File: src/rtl/via_timer_bank.sv
// Bank of CHANNELS VIA-style down-counters on a byte-wide, phi2-strobed CPU bus.
// Each channel does one-shot, free-run, pulse-count or halt-at-zero counting with a flag, irq enable and toggle output.
module via_timer_bank #(
  parameter int unsigned CHANNELS  = 4,
  parameter int unsigned WIDTH     = 16,
  parameter logic [31:0] RESET_VAL = 32'h5550
) (
  input  logic                        clock,
  input  logic                        reset_n,
  input  logic                        rising,
  input  logic                        falling,
  input  logic [3+$clog2(CHANNELS):0] addr,
  input  logic                        wen,
  input  logic                        ren,
  input  logic [7:0]                  data_in,
  output logic [7:0]                  data_out,
  input  logic [CHANNELS-1:0]         cnt_i,
  output logic [CHANNELS-1:0]         tout,
  output logic [CHANNELS-1:0]         irq_vec,
  output logic                        irq
);
  localparam int unsigned AW = 4 + $clog2(CHANNELS);
  localparam int unsigned CW = (CHANNELS > 1) ? $clog2(CHANNELS) : 1;
  localparam int unsigned NB = WIDTH / 8;
  localparam logic [WIDTH-1:0] RST = RESET_VAL[WIDTH-1:0];

  typedef enum logic [1:0] {
    MODE_ONESHOT = 2'b00,
    MODE_FREERUN = 2'b01,
    MODE_PULSE   = 2'b10,
    MODE_HALT    = 2'b11
  } mode_e;

  logic [WIDTH-1:0]    r_latch [CHANNELS];
  logic [WIDTH-1:0]    r_count [CHANNELS];
  logic [4:0]          r_ctrl  [CHANNELS];
  logic [CHANNELS-1:0] r_flag, r_armed, r_reload, r_tout;
  logic [CHANNELS-1:0] r_sync1, r_sync2, r_pend;
  logic [7:0]          r_data_out;

  logic [CW-1:0]       w_ch;
  logic [3:0]          w_reg;
  logic                w_we, w_re;
  logic [CHANNELS-1:0] w_hit, w_load, w_rd0, w_stclr, w_to, w_ien;
  logic [WIDTH-1:0]    w_ldval [CHANNELS];
  logic [7:0]          w_rdata;

  if (CHANNELS > 1) begin : g_chsel
    assign w_ch = addr[AW-1:4];
  end else begin : g_chone
    assign w_ch = '0;
  end

  always_comb begin
    w_reg   = addr[3:0];
    w_we    = wen & falling;
    w_re    = ren & falling;
    w_hit   = '0;
    w_load  = '0;
    w_rd0   = '0;
    w_stclr = '0;
    w_to    = '0;
    w_ien   = '0;
    w_rdata = '0;
    for (int unsigned c = 0; c < CHANNELS; c++) begin
      w_hit[c]   = (w_ch == CW'(c));
      w_load[c]  = w_we & w_hit[c] & (w_reg == 4'(NB - 1));
      w_rd0[c]   = w_re & w_hit[c] & (w_reg == 4'd0);
      w_stclr[c] = w_we & w_hit[c] & (w_reg == 4'd9) & data_in[0];
      w_ien[c]   = r_ctrl[c][3];
      w_ldval[c] = r_latch[c];
      w_ldval[c][WIDTH-1 -: 8] = data_in;
      // Modes 00/01 time out on rising while a reload is pending; 10/11 on the decrementing falling.
      case (mode_e'(r_ctrl[c][1:0]))
        MODE_ONESHOT, MODE_FREERUN:
          w_to[c] = rising & r_reload[c] & r_armed[c] & ~w_load[c];
        MODE_PULSE:
          w_to[c] = falling & r_ctrl[c][4] & r_pend[c] & r_armed[c] &
                    (r_count[c] == '0) & ~w_load[c];
        MODE_HALT:
          w_to[c] = falling & r_ctrl[c][4] & (r_count[c] == WIDTH'(1)) & ~w_load[c];
      endcase
      if (w_hit[c]) begin
        for (int unsigned b = 0; b < NB; b++) begin
          if (w_reg == 4'(b))     w_rdata = r_count[c][b*8 +: 8];
          if (w_reg == 4'(b + 4)) w_rdata = r_latch[c][b*8 +: 8];
        end
        if (w_reg == 4'd8) w_rdata = {3'b000, r_ctrl[c]};
        if (w_reg == 4'd9) w_rdata = {7'b0000000, r_flag[c]};
      end
    end
  end

  always_ff @(posedge clock or negedge reset_n) begin
    if (!reset_n) begin
      for (int unsigned c = 0; c < CHANNELS; c++) begin
        r_latch[c] <= RST;
        r_count[c] <= RST;
        r_ctrl[c]  <= '0;
      end
      r_flag     <= '0;
      r_armed    <= '0;
      r_reload   <= '0;
      r_tout     <= '1;
      r_sync1    <= '0;
      r_sync2    <= '0;
      r_pend     <= '0;
      r_data_out <= '0;
    end else begin
      r_data_out <= w_rdata;
      for (int unsigned c = 0; c < CHANNELS; c++) begin
        if (w_we && w_hit[c]) begin
          for (int unsigned b = 0; b < NB; b++) begin
            if (w_reg == 4'(b) || w_reg == 4'(b + 4)) r_latch[c][b*8 +: 8] <= data_in;
          end
          if (w_reg == 4'd8) r_ctrl[c] <= data_in[4:0];
        end

        if (w_load[c]) begin
          r_count[c]  <= w_ldval[c];
          r_armed[c]  <= 1'b1;
          r_reload[c] <= 1'b0;
          r_tout[c]   <= ~r_ctrl[c][2];
        end else begin
          if (falling && r_ctrl[c][4]) begin
            case (mode_e'(r_ctrl[c][1:0]))
              MODE_ONESHOT, MODE_FREERUN: begin
                if (r_reload[c]) begin
                  r_count[c]  <= r_latch[c];
                  r_reload[c] <= 1'b0;
                  if (r_ctrl[c][1:0] == MODE_ONESHOT) r_armed[c] <= 1'b0;
                end else begin
                  r_count[c] <= r_count[c] - WIDTH'(1);
                  if (r_count[c] == '0) r_reload[c] <= 1'b1;
                end
              end
              MODE_PULSE: begin
                if (r_pend[c]) begin
                  r_count[c] <= r_count[c] - WIDTH'(1);
                  if (r_count[c] == '0) r_armed[c] <= 1'b0;
                end
              end
              MODE_HALT: begin
                if (r_count[c] != '0) r_count[c] <= r_count[c] - WIDTH'(1);
              end
            endcase
          end
          if (w_to[c] && r_ctrl[c][2]) r_tout[c] <= ~r_tout[c];
        end

        // A status write-1 clear loses to a same-cycle timeout; load and byte-0 read win.
        if (w_load[c] || w_rd0[c]) r_flag[c] <= 1'b0;
        else if (w_to[c])          r_flag[c] <= 1'b1;
        else if (w_stclr[c])       r_flag[c] <= 1'b0;

        if (rising) begin
          r_sync1[c] <= cnt_i[c];
          r_sync2[c] <= r_sync1[c];
        end
        if (rising && r_sync2[c] && !r_sync1[c]) r_pend[c] <= 1'b1;
        else if (falling)                        r_pend[c] <= 1'b0;
      end
    end
  end

  assign data_out = r_data_out;
  assign tout     = r_tout;
  assign irq_vec  = r_flag & w_ien;
  assign irq      = |irq_vec;

endmodule

File: config.mk
export PLATFORM = sky130hd
export DESIGN_NAME = via_timer_bank
export DESIGN_NICKNAME = d
export VERILOG_FILES = /design/src/rtl/via_timer_bank.sv
export SDC_FILE = /design/constraint.sdc
export NUM_CORES = 1
export LEC_CHECK = 0
export BUFFER_PORTS_ARGS = -buffer_cell sky130_fd_sc_hd__buf_2
export CAP_MARGIN = 5
export CORE_UTILIZATION = 40
export CTS_CLUSTER_DIAMETER = 50
export DETAILED_ROUTE_END_ITERATION = 10
export GPL_TIMING_DRIVEN = 0
export PLACE_DENSITY = 0.58
export SYNTH_ARGS = -nofsm -noshare
export SYNTH_HDL_FRONTEND = slang
export SYNTH_SLANG_ARGS = --single-unit
export TNS_END_PERCENT = 50
File: constraint.sdc
create_clock -name clock -period 3.2 [get_ports clock]
set_input_delay 0.64 -clock clock [delete_from_list [all_inputs] [get_ports clock]]
set_output_delay 0.64 -clock clock [all_outputs]
set_load 0.05 [all_outputs]
Word level (Yosys, flattened, before mapping)
Index checks and enable logic that the tools add are counted.
{"block": "totals", "reg_bits": 184, "in_bits": 24, "wordCells": 392}
{"block": "op_classes", "n_addsub": 4, "eq_ne": 44, "muxes": 129, "n_bitwise": 79, "n_reduce_logical": 97}
{"cell": "16-bit two-way mux", "n": 20}
{"cell": "8-bit two-way mux", "n": 28}
{"cell": "16-bit case mux with 3 select lines", "n": 4}
{"cell": "1-bit two-way mux", "n": 69}
{"cell": "1-bit AND", "n": 66}
{"cell": "16-bit by 1-bit == test with 1-bit output, second input constant", "n": 4}
{"cell": "16-bit logical NOT", "n": 4}
{"cell": "16-bit nonzero test", "n": 4}
{"cell": "16-bit by 1-bit subtractor with 16-bit output, second input constant", "n": 4}
{"cell": "3-bit != test, second input constant", "n": 20}
{"cell": "2-bit AND reduction", "n": 16}
{"cell": "2-bit nonzero test", "n": 16}
{"cell": "6-bit AND reduction", "n": 4}
{"cell": "3-bit nonzero test", "n": 8}
{"cell": "2-bit == test, second input constant", "n": 10}
{"cell": "1-bit logical AND", "n": 20}
{"cell": "1-bit NOT", "n": 12}
{"cell": "1-bit case mux with 3 select lines", "n": 4}
{"cell": "3-bit AND reduction", "n": 4}
{"cell": "2-bit by 1-bit == test with 1-bit output, second input constant", "n": 5}
{"cell": "2-bit logical NOT", "n": 5}
{"cell": "4-bit by 3-bit == test with 1-bit output, second input constant", "n": 2}
{"cell": "4-bit == test, second input constant", "n": 2}
{"cell": "1-bit case mux with 2 select lines", "n": 4}
{"cell": "7 further kinds", "n": 18}

Logic depth before layout (Yosys ltp)
Gate-level depths: netlist of run 1.
{"block": "logic_depth", "word_depth": 29, "mapped_depth": 11, "mapped_depth_nobuf": 8}

Worst setup path after synthesis of run 1
Ideal clock, no wire load.
{"block": "synth_path", "kind": "input -> register", "start": "input port addr[4]", "end": "register r_count[63] (netlist name)", "setup_ps": 121, "t_arrival_ps": 2174, "t_required_ps": 3079, "path_slack_ps": 905, "path_stages": 9, "path_cell_list": "buf_2 nor4bb_1 and2_1 buf_2 nor2_1 clkbuf_1 o21ai_0 nand2_1 a22o_1"}
{"block": "synth_between", "elab_chain_len": 5, "word_cells_on_any_way": 8, "cone_classes": "eq/ne (2); mux (1); bitwise (2); reduce/logical (3)"}
{"item": "start, declared", "line": "12", "source": "input logic [3+$clog2(CHANNELS):0] addr,"}
{"item": "2-bit logical NOT (*)", "line": "66", "source": "w_hit[c] = (w_ch == CW'(c));"}
{"item": "1-bit AND (*) (2 in a row)", "line": "67", "source": "w_load[c] = w_we & w_hit[c] & (w_reg == 4'(NB - 1));"}
{"item": "3-bit != test (no line) / 2-bit nonzero test (equally long branches)"}
{"item": "3-bit AND reduction (no line)"}
{"item": "end signal, assigned by index", "line": "120", "source": "r_count[c] <= w_ldval[c];"}
{"item": "end signal, assigned by index", "line": "129", "source": "r_count[c] <= r_latch[c];"}
{"item": "end signal, assigned by index", "line": "133", "source": "r_count[c] <= r_count[c] - WIDTH'(1);"}
{"item": "end, declared", "line": "35", "source": "logic [WIDTH-1:0] r_count [CHANNELS];"}
Every way passes the cells marked *; elsewhere a longest branch is shown, timed or not.
A chain may end at the register's enable or synchronous reset.

Final worst setup path of run 1
{"block": "layout_path", "start": "input port addr[1]", "end": "register r_data_out[7], in the netlist data_out[7]"}
{"block": "layout_between", "elab_chain_len": 29, "word_cells_on_any_way": 34, "cone_classes": "eq/ne (5); mux (28); reduce/logical (1)"}
{"item": "4-bit logical NOT", "line": "85", "source": "if (w_reg == 4'(b)) w_rdata = r_count[c][b*8 +: 8];"}
{"item": "8-bit two-way mux", "line": "85"}
{"item": "8-bit two-way mux", "line": "86", "source": "if (w_reg == 4'(b + 4)) w_rdata = r_latch[c][b*8 +: 8];"}
{"item": "8-bit two-way mux", "line": "85"}
{"item": "8-bit two-way mux", "line": "86"}
{"item": "8-bit two-way mux", "line": "88", "source": "if (w_reg == 4'd8) w_rdata = {3'b000, r_ctrl[c]};"}
{"item": "8-bit two-way mux", "line": "89", "source": "if (w_reg == 4'd9) w_rdata = {7'b0000000, r_flag[c]};"}
{"item": "8-bit two-way mux", "line": "83", "source": "if (w_hit[c]) begin"}
{"item": "(+14 left out)"}
{"item": "8-bit two-way mux", "line": "85"}
{"item": "8-bit two-way mux", "line": "86"}
{"item": "8-bit two-way mux", "line": "85"}
{"item": "8-bit two-way mux", "line": "86"}
{"item": "8-bit two-way mux", "line": "88"}
{"item": "8-bit two-way mux", "line": "89"}
{"item": "8-bit two-way mux (*)", "line": "83"}
{"item": "named net w_rdata[7]", "line": "46", "source": "logic [7:0] w_rdata;"}
{"item": "end signal, assigned", "line": "110", "source": "r_data_out <= w_rdata;"}
{"item": "end, declared", "line": "39", "source": "logic [7:0] r_data_out;"}
Mark *: on every way through the listed nets, which the timed path passes. The rest lies on a longest branch.

==> results of run 1 <==
==> metrics by stage <==
stage / setup TNS [ns] / instance area, um^2 / util [%] / cells / power (mW)
floorplan: 0 / 11100 / - / 1208 / 4.95
global placement: -239.99 / 11700 / 43.3 / 1617 / 5.69
detailed placement: -0.443 / 11800 / 43.4 / 1619 / 5.73
CTS: 0 / 12400 / 45.8 / 1651 / 8.10
global route: 0 / 12400 / 45.8 / 1651 / 8.54
finish: 0 / 12400 / 45.8 / 1651 / 8.13
==> worst min-delay path by stage <==
| stage | from | end | cells after the start |
|---|---|---|---|
| global route | reset_n | r_armed[0]$_DFFE_PN0P_ | 1 |
| global placement | r_sync1[3]$_DFFE_PN0P_ | r_pend[3]$_DFFE_PN0P_ | 1 |
| finish | reset_n | r_reload[0]$_DFFE_PN0P_ | 1 |
| floorplan | reset_n | data_out[0]$_DFF_PN0_ | 0 |
| CTS | reset_n | r_reload[0]$_DFFE_PN0P_ | 1 |
| detailed placement | r_sync1[3]$_DFFE_PN0P_ | r_pend[3]$_DFFE_PN0P_ | 1 |
==> power by group through the flow <==
stage	Sequential (mW)	Combinational, mW	Clock [mW]
after floorplan	3.42	1.53	0
after global placement	3.58	2.11	0
after detailed placement	3.58	2.15	0
after CTS	3.54	2.16	2.40
after global routing	3.63	2.42	2.49
final	3.57	2.18	2.38
==> layer usage <==
layer  vias to the layer above  global-route usage [%]  routed length (um)
met1                      5068                    39.7               17100
met2                       512                    42.1               17100
met5                         -                       0                  13
met4                         2                    10.8                1230
met3                        90                    5.24                3350
li1                       4591                       -                   -
==> sequential cells by signal, indices dropped and copies added, names as in the netlist <==
signal,cells
r_count,64
r_latch,64
r_ctrl,20
data_out,8
r_armed,4
r_flag,4
r_pend,4
r_reload,4
r_sync1,4
r_sync2,4
tout,4
==> cell families (layout without fill, tap and decap cells) <==
logic type / after synthesis / in the layout / synth area share (%)
xor+xnor: 11 / 11 / 0.869
mux: 121 / 121 / 12.4
fa+ha+maj: 8 / 8 / 0.903
simple gates: 404 / 404 / 18.4
compound gates: 367 / 367 / 21.2
flops: 184 / 184 / 42.1
buf+inv: 113 / 184 / 4.10
==> final cells by class <==
type,count,area (um^2)
sequential,184,4670
fill,2625,14700
multi-input combinational,911,5960
buffer,85,349
tap,372,465
inverter,28,105
timing repair buffer,39,228
clock buffer,20,457
clock inverter,12,185
==> layout by cell type, fill, tap and decap left out, types with 20 or more instances in the layout <==
master,synthesis,routed
sky130_fd_sc_hd__a21oi_1,102,102
sky130_fd_sc_hd__clkbuf_1,65,66
sky130_fd_sc_hd__o21ai_0,90,90
sky130_fd_sc_hd__buf_2,12,49
sky130_fd_sc_hd__dfstp_2,52,52
sky130_fd_sc_hd__dfrtp_1,132,132
sky130_fd_sc_hd__o22ai_1,20,20
sky130_fd_sc_hd__nand2_1,98,98
sky130_fd_sc_hd__nor3_1,35,35
sky130_fd_sc_hd__nor2_1,120,120
sky130_fd_sc_hd__inv_1,28,28
sky130_fd_sc_hd__mux2_2,92,92
sky130_fd_sc_hd__mux2i_1,25,25
sky130_fd_sc_hd__nand3_1,32,32
sky130_fd_sc_hd__a31oi_1,20,20
==> worst reg2reg max path: stages, from the launching register on <==
cell,delay (ns)
sky130_fd_sc_hd__dfrtp_1,0.46
sky130_fd_sc_hd__inv_1,0.09
sky130_fd_sc_hd__ha_1,0.21
sky130_fd_sc_hd__nor4b_4,0.54
sky130_fd_sc_hd__nand3_1,0.17
sky130_fd_sc_hd__o31ai_2,0.54
sky130_fd_sc_hd__buf_2,0.35
sky130_fd_sc_hd__nor3_1,0.10
sky130_fd_sc_hd__a21oi_1,0.16
sky130_fd_sc_hd__o22ai_1,0.10
==> out/results.txt, run 1 <==
Clock root buffer: sky130_fd_sc_hd__clkbuf_16. The tightest min-delay check is of the in2async type. The share of post-route cells with drive strength above 1 works out to 19.9%. For the count of unique library cells instantiated by Yosys, the log shows 78. The transition time at the pin with the least slew margin was 1.12 ns; the last weighted congestion value of the routability-driven placer was 1.00.

The logs give 2 for the number of antenna violations at the first check in global routing and 0.45 ns for the insertion delay of the later-clocked pin in the worst-skew pair. Measured along the y axis, the die boundary spans 168 um. At the worst endpoint, the arrival time is 3.39 ns. The worst-path maximum fanout was 10; the worst slack at placement was -0.215 ns.

Of the post-synthesis cell area, the dominant cell type holds 29.8%. STA classifies the critical path startpoint as an input port. The worst setup path is captured at a flop. The run gives 9656 as the via count of the first global-routing pass.

Master of the slowest instance on the critical path: sky130_fd_sc_hd__nor3_1. Summed over all nets, the switching power comes to 2.97 mW. In this run the number of cells on the critical path is 6. The number of port buffers is 37, and the overall die width is 168 um. The clock sink total was 184; the proportion of power drawn by flip-flops and latches was 43.9%. Pin placement for this block handled 41 I/O pins.

The tools report the headroom to the max-slew limit as 24.5%. Synthesized area per cell: 9.17 um^2. After clock tree synthesis, the flow added hold-fix buffers numbering 0.

The floorplan step defined a die boundary enclosing 0.0284 mm^2. Sorting the synthesized cells by area gives the leading types as sky130_fd_sc_hd__dfrtp_1 30%, sky130_fd_sc_hd__dfstp_2 12%, sky130_fd_sc_hd__mux2_2 9.3%, sky130_fd_sc_hd__a21oi_1 4.6%, sky130_fd_sc_hd__nor2_1 4.1%. The run gives 6 as the number of optimization iterations in the first detailed-route pass. Post-CTS timing repair inserted 0 buffers for setup. The setup check on the worst reg-to-reg path leaves a slack of 0.33 ns.

Post-CTS repair changed the size of 0 cells. The most critical setup path has its startpoint at addr[1]. In this run the standard cell core region covers 0.0271 mm^2.

In this run, synthesis inferred 0 flip-flops with an integrated enable. The iteration-0 DRC count of the detailed router was 1322; the power per cell area was 655 mW/mm^2. The tools report the maximum level of the CTS H-tree as 4. Traced cell by cell, the critical path runs through buf_2, clkbuf_1, nor3_1, clkbuf_1, a21oi_1, o311ai_0. Start of the worst register-to-register path: r_count[32]$_DFFE_PN0P_. After detailed routing, the average wire length per cell comes to 23.5 um. The antenna cell count was 0. Endpoint of the lowest-slack register-to-register path: r_count[39]$_DFFE_PN0P_. Once detail routing completed, the nets flagged for antenna violations numbered 0. Ranked by instance count, the synthesized netlist is headed by 132 x sky130_fd_sc_hd__dfrtp_1, 120 x sky130_fd_sc_hd__nor2_1, 102 x sky130_fd_sc_hd__a21oi_1. The analysis attributes to cell leakage a power of 5.10 nW.

Entering global routing, the biggest net connects 109 pins. The final worst-path setup slack was 0.0637 ns. The final critical path takes up 98.0% of the cycle.

The logs give 0 for the number of max-slew violations in the final report and 0 for the number of setup violations in the final report. By instance count, the cell type seen most on the critical path is sky130_fd_sc_hd__clkbuf_1. The run gives 42.1% as the share of synthesized area occupied by flip-flops and latches.

The clock period minus worst slack is 3.14 ns, and the total routed wirelength is 38800 um. Summing every instance area after synthesis gives 0.0111 mm^2. The synthesis warning total is 0, and the first-pass GRT wire length is 59800 um.

After legalization and detailed placement, the total HPWL measured 27700 um. Maximum achievable frequency: 319 MHz. The critical path is of the in2reg type. Hold timing on the final database bottoms out at a slack of 0.138 ns. The tools report the number of hold violations in the final report as 0.

The run gives 401 uV as the worst ir drop on vdd. Counting flops and latches in the post-synthesis netlist gives 184. TritonCTS built the clock tree. Max-cap violations in this run came to 0.

Cell internal power was estimated by the tool at 5.16 mW. For the via total after detailed routing, the log shows 10300. The number of nets in the layout is 1298. Post-synthesis cell type with the largest combined area: sky130_fd_sc_hd__dfrtp_1.

The fraction of synthesis flops using an asynchronous set or reset pin was 100%. The global-route congestion overflow total is 0, and the delay contributed by the slowest stage of the critical path is 0.95 ns. The family of cells with the greatest summed delay on the critical path was simple AND/OR/NAND/NOR gates.

The total buffers and inverters traversed by the critical path was 3; the worst clock skew on the final layout was 0.0124 ns. The primary flip-flop cell chosen by synthesis mapping was sky130_fd_sc_hd__dfrtp_1. The most common cell in the synthesized netlist is sky130_fd_sc_hd__dfrtp_1.

Number of instances in the synthesized netlist: 1208. The termination of the worst setup path was data_out[7]$_DFF_PN0_. Measured in cells, the most critical reg-to-reg path has a length of 9. Setup repair after global routing left no endpoint under its margin. The number of clock buffers added by TritonCTS is 17. The combinational share of power is 26.8%, and the relative area change from synthesis to final layout is 12.0%.

The total global-route track usage is 28.0%, and the number of vias per cell after detailed routing is 6.22. Clock-pin slew was measured on the worst setup and hold paths at 0.08 ns. For the worst setup path, the data required time is 3.45 ns. Row count: 60.

The number of nets in the synthesized netlist is 1240. For this run, design rule violations remaining after detail routing come to 0. Net switching is 36.5% of the power. The clock network accounts for 29.3% of the total power. The initial utilization of the core area, before any placement, comes to 40.9%.

Counting along the longest clock path gives a buffer depth of 2. The flow ran to the end, and the final reports show no timing, DRC or antenna violations.
Power figures use the tool's default switching activity.
==> run 2, diff against run 1 <==
--- a/config.mk
+++ b/config.mk
@@ -5,13 +5,14 @@
 export SDC_FILE = /design/constraint.sdc
 export NUM_CORES = 1
 export LEC_CHECK = 0
+export ABC_CLOCK_PERIOD_IN_PS = 3200
 export BUFFER_PORTS_ARGS = -buffer_cell sky130_fd_sc_hd__buf_2
 export CAP_MARGIN = 5
-export CORE_UTILIZATION = 40
+export CORE_UTILIZATION = 35
 export CTS_CLUSTER_DIAMETER = 50
 export DETAILED_ROUTE_END_ITERATION = 10
 export GPL_TIMING_DRIVEN = 0
-export PLACE_DENSITY = 0.58
+export PLACE_DENSITY = 0.52
 export SYNTH_ARGS = -nofsm -noshare
 export SYNTH_HDL_FRONTEND = slang
 export SYNTH_SLANG_ARGS = --single-unit
==> out/results.txt, run 2 (same netlist as run 1, synthesis figures left out) <==
The delay contributed by the slowest stage of the critical path was 0.80 ns (was 0.95 ns); the clock period minus worst slack was 2.95 ns (was 3.14 ns). Final sum of negative setup slack: 0 ns (unchanged). Number of setup violations in the final report: 0 (unchanged).

The total global-route track usage is 25.1% (was 28.0%), and the worst slack at placement is -0.396 ns (was -0.215 ns). The data arrival time of the critical path was 3.26 ns (was 3.39 ns). The most common library cell in the layout ignoring fill and taps is sky130_fd_sc_hd__dfrtp_1 (unchanged). Row count: 64 (was 60). The peak-usage layer in the global routing report was met2 (unchanged). The number of hold violations in the final report is 0 (unchanged). Number of antenna violations at the first check in global routing: 2 (unchanged). For the via total after detailed routing, the log shows 10100 (was 10300). The clock sink total was 184 (unchanged). For the headroom to the max-slew limit, the log shows 21.9% (was 24.5%). The number of optimization iterations in the first detailed-route pass was 11 (was 6); the number of port buffers was 37 (unchanged). For the insertion delay of the later-clocked pin in the worst-skew pair, the log shows 0.45 ns (about the same). Share of post-route cells with drive strength above 1: 19.9% (unchanged). The worst-path maximum fanout was 10 (unchanged). The run gives 0.0324 mm^2 (was 0.0284 mm^2) as the floorplan die area. The maximum buffer depth of the clock tree was 2 (unchanged).

The nature of the critical path startpoint was an input port (unchanged). The run finished, with violations left. The run gives 28900 um (was 27700 um) as the detailed-placement wirelength estimate. For the number of max-slew violations in the final report, the log shows 0 (unchanged). The max capacitance violation total came out at 0 (unchanged). The checks that failed: DRC. The maximum level of the CTS H-tree was 4 (unchanged); the die height was 180 um (was 168 um). The number of vias per cell after detailed routing was 6.05 (was 6.22).

For the starting utilization of the core area, the log shows 35.9% (was 40.9%). The final non-filler cell area is 0.0124 mm^2 (about the same), and the number of post-CTS setup repair buffers is 0 (unchanged). The number of nets in the layout was 1298 (unchanged); the sequential cell area in the final layout was 0.00467 mm^2 (unchanged). The path type of the worst min-delay path was in2async (unchanged).

The tools report the via count of the first global-routing pass as 9646 (was 9656). Commonest cells after routing, fill and taps aside: 132 x sky130_fd_sc_hd__dfrtp_1, 120 x sky130_fd_sc_hd__nor2_1, 102 x sky130_fd_sc_hd__a21oi_1 (unchanged). Area occupied by multi-input gates: 0.00596 mm^2 (about the same). Worst-path cell chain: buf_2, buf_1, clkbuf_1, mux2i_1, nand2_1, a31oi_1, nand2_1 (was buf_2, clkbuf_1, nor3_1, clkbuf_1, a21oi_1, o311ai_0). The number of DRC violations after detailed routing is 6 (was 0), and the total cell area at the placement stage is 0.0118 mm^2 (about the same). Setup repair after global routing left no endpoint under its margin. TritonCTS built the clock tree. The most used cell along the critical path was sky130_fd_sc_hd__nand2_1 (was sky130_fd_sc_hd__clkbuf_1). The logs give 40400 um (was 38800 um) for the total routed wirelength and 0 (unchanged) for the global-route congestion overflow total.

The required time of the worst setup path is 3.51 ns (was 3.45 ns), and the met2 capacity usage during global routing is 38.6% (was 42.1%). The final worst-path cycle share works out to 92.3% (was 98.0%). The first-pass GRT wire length was 61500 um (was 59800 um). The tools report the clock root buffer as sky130_fd_sc_hd__clkbuf_16 (unchanged). The pin count of the biggest net entering global routing came out at 97 (was 109). The nature of the critical path endpoint is a flop (unchanged). For the area of the placeable core, the log shows 0.0309 mm^2 (was 0.0271 mm^2).

The overall die width was 180 um (was 168 um). The path type of the worst setup path is in2reg (unchanged). For the iteration-0 DRC count of the detailed router, the log shows 1011 (was 1322). For the hold-fix buffer count after cts, the log shows 0 (unchanged). The last weighted congestion value of the routability-driven placer came out at 0.955 (was 1.00). The count of antenna-violating nets left after detailed routing was 0 (unchanged). Registers with the most flip-flops: r_count: 64 flops, r_latch: 64 flops, r_ctrl: 20 flops (unchanged). The tools report the final worst-path setup slack as 0.247 ns (was 0.0637 ns). The tools report the overall power after layout as 7.97 mW (was 8.13 mW).

The relative area change from synthesis to final layout was 11.9% (was 12.0%). For the maximum achievable frequency, the log shows 339 MHz (was 319 MHz). The reported leakage power is 5.06 nW (was 5.10 nW), and the worst ir drop on vdd is 387 uV (was 401 uV). The met3 track utilization from global routing came out at 4.54% (was 5.24%). The transition time at the pin with the least slew margin was 1.17 ns (was 1.12 ns); the final routed wire length divided by cell count was 24.1 um (was 23.5 um).

The power per cell area is 642 mW/mm^2 (was 655 mW/mm^2), and the boundary pin count is 41 (unchanged). The filler cell count in the final layout is 3159 (was 2625). The master of the slowest instance on the critical path was sky130_fd_sc_hd__buf_1 (was sky130_fd_sc_hd__nor3_1). CTS clock-pin slew for the worst setup and hold paths: 0.07 ns (was 0.08 ns).

For the met1 track demand over resource in global routing, the log shows 35.3% (was 39.7%). The number of buffers added by the clock tree synthesis step is 17 (unchanged). The worst clock skew on the final layout is 0.0131 ns (was 0.0124 ns).
## run 2: cell type report
| type | instances | area share [%] |
|---|---|---|
| tap | 396 | 4.00 |
| buffer | 85 | 2.82 |
| clock inverter | 12 | 1.14 |
| sequential | 184 | 37.7 |
| inverter | 28 | 0.848 |
| timing repair buffer | 39 | 1.84 |
| multi-input combinational | 911 | 48.1 |
| antenna | 1 | 0.0202 |
| clock buffer | 20 | 3.60 |
## run 2: worst max-delay path, delay by kind of cell
kind | cells | cell delay (ns)
mux | 1 | 0.40
simple gates | 2 | 0.23
compound gates | 1 | 0.30
buf+inv | 3 | 1.68
## run 2: final timing paths
| kind | startpoint | end | slack, ns | depth (start not counted) |
|---|---|---|---|---|
| min reg2reg | r_sync1[3]$_DFFE_PN0P_ | r_pend[3]$_DFFE_PN0P_ | 0.47 | 1 |
| max reg2reg | r_count[33]$_DFFE_PN0P_ | r_count[39]$_DFFE_PN0P_ | 0.34 | 9 |
| max | addr[2] | data_out[4]$_DFF_PN0_ | 0.25 | 7 |
| min | reset_n | r_reload[0]$_DFFE_PN0P_ | 0.18 | 1 |
| min in group clock | cnt_i[2] | r_sync1[2]$_DFFE_PN0P_ | 0.42 | 2 |
| max in group asynchronous | reset_n | r_count[40]$_DFFE_PN1P_ | 2.05 | 2 |
## run 2: metrics by stage
stage	utilization, %	hold slack, ns	instances
5_1_grt	40.1	0.230	1675
6_report	40.1	0.180	1676
3_5_place_dp	38.2	0.462	1643
2_1_floorplan	-	0.344	1208
4_1_cts	40.1	0.232	1675
3_3_place_gp	38.1	0.454	1641
## run 2: power by group
group	leakage (nW)	internal (mW)	switching, mW	total [mW]
logic	2.54	0.870	1.32	2.19
clock network	0.282	1.19	1.02	2.20
registers	2.24	2.92	0.648	3.57
## run 2: routing by layer
metal,up-vias,wire length [um]
li1,4592,-
met1,5090,18600
met2,387,18000
met3,68,2650
met4,0,1140
met5,-,0
## run 2: repair_timing
item,in CTS,in global routing
resized for setup,0,1
hold endpoints to repair,0,0
setup endpoints to repair,0,1
==> run 3, diff against run 2 <==
--- a/config.mk
+++ b/config.mk
@@ -6,13 +6,13 @@
 export NUM_CORES = 1
 export LEC_CHECK = 0
 export ABC_CLOCK_PERIOD_IN_PS = 3200
-export BUFFER_PORTS_ARGS = -buffer_cell sky130_fd_sc_hd__buf_2
 export CAP_MARGIN = 5
 export CORE_UTILIZATION = 35
 export CTS_CLUSTER_DIAMETER = 50
 export DETAILED_ROUTE_END_ITERATION = 10
+export DONT_BUFFER_PORTS = 1
 export GPL_TIMING_DRIVEN = 0
-export PLACE_DENSITY = 0.52
+export PLACE_DENSITY = 0.51
 export SYNTH_ARGS = -nofsm -noshare
 export SYNTH_HDL_FRONTEND = slang
 export SYNTH_SLANG_ARGS = --single-unit
==> out/results.txt, run 3 (same netlist as run 1, synthesis figures left out) <==
The flow ran to the end, but the final reports show violations. Violated checks: DRC, hold timing (was DRC). The starting utilization of the core area is 35.9% (unchanged).

The pin count of the biggest net entering global routing was 185 (was 97). Most common library cell in the layout ignoring fill and taps: sky130_fd_sc_hd__dfrtp_1 (unchanged). The relative area change from synthesis to final layout was 9.99% (was 11.9%); the area of the placeable core was 0.0309 mm^2 (unchanged). The worst clock skew on the final layout was 0.0125 ns (was 0.0131 ns); the CTS clock-pin slew for the worst setup and hold paths was 0.08 ns (was 0.07 ns). The worst ir drop on vdd is 387 uV (about the same). The worst-case reg-to-reg path depth is 9 (unchanged). The start of the worst register-to-register path was r_count[32]$_DFFE_PN0P_ (was r_count[33]$_DFFE_PN0P_). The nature of the critical path startpoint was an input port (unchanged). The data arrival time of the critical path was 3.26 ns (about the same); the number of optimization iterations in the first detailed-route pass was 8 (was 11). The boundary pin count came out at 41 (unchanged).

The logs give 7.88 mW (was 7.97 mW) for the overall power after layout and -0.130 ns (was 0.180 ns) for the worst hold slack. The share of total power in the clock network is 28.2% (was 27.7%). The logs give 3 (was 2) for the number of antenna violations at the first check in global routing and 25.4% (was 25.1%) for the total global-route track usage.

The number of DRC violations after detailed routing is 8 (was 6). Commonest cells after routing, fill and taps aside: 132 x sky130_fd_sc_hd__dfrtp_1, 120 x sky130_fd_sc_hd__nor2_1, 102 x sky130_fd_sc_hd__a21oi_1 (unchanged). The via count of the first global-routing pass came out at 9571 (was 9646). The tools report the clock root buffer as sky130_fd_sc_hd__clkbuf_16 (unchanged). The detailed-placement wirelength estimate was 28800 um (was 28900 um); the number of hold violations in the final report was 132 (was 0). For the reported leakage power, the log shows 4.89 nW (was 5.06 nW).

Via total after detailed routing: 10000 (was 10100). The die height works out to 180 um (unchanged). The proportion of total power due to net switching was 37.1% (was 37.5%).

The filler cell count in the final layout is 3099 (was 3159). End-of-flow core utilization: 39.4% (was 40.1%). The global-route congestion overflow total came out at 0 (unchanged). The number of nets in the layout was 1259 (was 1298). The final sum of negative setup slack was 0 ns (unchanged). Registers with the most flip-flops: r_count: 64 flops, r_latch: 64 flops, r_ctrl: 20 flops (unchanged). Path type of the worst min-delay path: in2async (unchanged).

The maximum buffer depth of the clock tree was 2 (unchanged). The tools report the endpoint of the lowest-slack register-to-register path as r_count[39]$_DFFE_PN0P_ (unchanged). The share of post-route cells with drive strength above 1 was 17.7% (was 19.9%); the total routed wirelength was 40600 um (was 40400 um). Maximum level of the CTS H-tree: 4 (unchanged).

Final worst-path setup slack: 0.106 ns (was 0.247 ns). Nature of the critical path endpoint: a flop (unchanged). Setup repair after global routing left no endpoint under its margin. The sequential cell area in the final layout came out at 0.00467 mm^2 (unchanged). The run gives 323 MHz (was 339 MHz) as the maximum achievable frequency.

The tools report the termination of the worst setup path as data_out[7]$_DFF_PN0_ (was data_out[4]$_DFF_PN0_). Cell-internal power: 4.96 mW (was 4.98 mW). TritonCTS built the clock tree. The number of port buffers was 0 (was 37); the row count was 64 (unchanged).

The number of vias per cell after detailed routing was 6.13 (was 6.05); the count of antenna-violating nets left after detailed routing was 0 (unchanged). The required time of the worst setup path was 3.37 ns (was 3.51 ns). The combinational share of power is 25.4% (was 27.5%). The path type of the worst setup path was in2reg (unchanged). The logs give 0.0324 mm^2 (unchanged) for the floorplan die area and 0.00597 mm^2 (was 0.00596 mm^2) for the area occupied by multi-input gates.

Overall die width: 180 um (unchanged). Slack of the worst reg-to-reg path: 0.33 ns (was 0.34 ns). The tools report the switching power of the nets as 2.92 mW (was 2.99 mW).

Max capacitance violation total: 0 (unchanged). The number of buffers added by the clock tree synthesis step is 17 (unchanged), and the number of setup violations in the final report is 0 (unchanged). Final worst-path cycle share: 96.7% (was 92.3%).

The headroom to the max-slew limit is 16.8% (was 21.9%). Last weighted congestion value of the routability-driven placer: 0.936 (was 0.955). The proportion of power drawn by flip-flops and latches is 46.4% (was 44.8%), and the clock sink total is 184 (unchanged).

The worst slack at placement came out at -0.198 ns (was -0.396 ns). The power per cell area is 647 mW/mm^2 (was 642 mW/mm^2). For the iteration-0 DRC count of the detailed router, the log shows 951 (was 1011). The transition time at the pin with the least slew margin is 1.25 ns (was 1.17 ns). The logs give 0 (unchanged) for the number of max-slew violations in the final report and 0.46 ns (was 0.45 ns) for the insertion delay of the later-clocked pin in the worst-skew pair. The worst-path maximum fanout was 10 (unchanged); the first-pass GRT wire length was 61500 um (about the same). The launch point of the worst path is addr[2] (unchanged). The clock period minus worst slack is 3.09 ns (was 2.95 ns). The final routed wire length divided by cell count came out at 24.8 um (was 24.1 um).
## run 3: cell count changes in the layout (fill, tap and decap cells not counted), moves of 2 or more
cell / previous run / this run
sky130_fd_sc_hd__buf_2: 49 / 12
sky130_fd_sc_hd__clkbuf_1: 67 / 65
sky130_fd_sc_hd__inv_6: 3 / 8
sky130_fd_sc_hd__clkinv_4: 4 / 0
## run 3: cell type report
class / instances / share of cell area [%]
Antenna cell: 1 / 0.0205
Buffer: 85 / 2.86
Clock buffer: 18 / 3.60
Clock inverter: 14 / 1.30
Inverter: 28 / 0.862
Multi-Input combinational cell: 911 / 49.0
Sequential cell: 184 / 38.3
Tap cell: 396 / 4.06
## run 3: worst min path at each step
stage | endpoint | slack [ns] | depth (start not counted)
after floorplan | data_out[0]$_DFF_PN0_ | 0.34 | 0
after global placement | r_reload[0]$_DFFE_PN0P_ | 0.35 | 0
after detailed placement | r_pend[0]$_DFFE_PN0P_ | 0.35 | 0
after CTS | r_count[63]$_DFFE_PN0P_ | -0.15 | 0
after global routing | r_sync1[2]$_DFFE_PN0P_ | -0.14 | 0
final | r_reload[0]$_DFFE_PN0P_ | -0.13 | 0
## run 3: stage by stage
step	instances	area (um^2)
floorplan	1208	11100
global placement	1604	11600
detailed placement	1604	11600
CTS	1636	12200
global route	1636	12200
finish	1637	12200
## run 3: critical path, cell delays in order
cell and delay, ns:
sky130_fd_sc_hd__buf_2 0.27, sky130_fd_sc_hd__buf_1 0.79, sky130_fd_sc_hd__clkbuf_1 0.67, sky130_fd_sc_hd__o21ai_0 0.20
sky130_fd_sc_hd__o2111ai_1 0.25, sky130_fd_sc_hd__o311ai_0 0.42
## run 3: power by group through the flow
stage                     combinational, mW  sequential (mW)  clock [mW]
final                                  2.01             3.65        2.22
after global routing                   2.23             3.72        2.36
after CTS                              1.99             3.63        2.28
after detailed placement               1.98             3.67           0
after global placement                 1.95             3.67           0
after floorplan                        1.53             3.42           0
## run 3: metal layers
layer	wire length (um)	vias to the layer above	GRT usage, %	share of wire, %
li1	-	4507	-	-
met1	18300	5056	35.0	45
met2	18200	392	39.2	45
met3	2860	85	4.96	7.1
met4	1230	2	9.55	3.0
met5	13	-	0	0.032
## run 3: timing repair
action	in CTS	in global routing
endpoints found under the setup margin	0	1
setup buffers	0	0
gates resized for setup	0	1
endpoints found under the hold margin	132	132
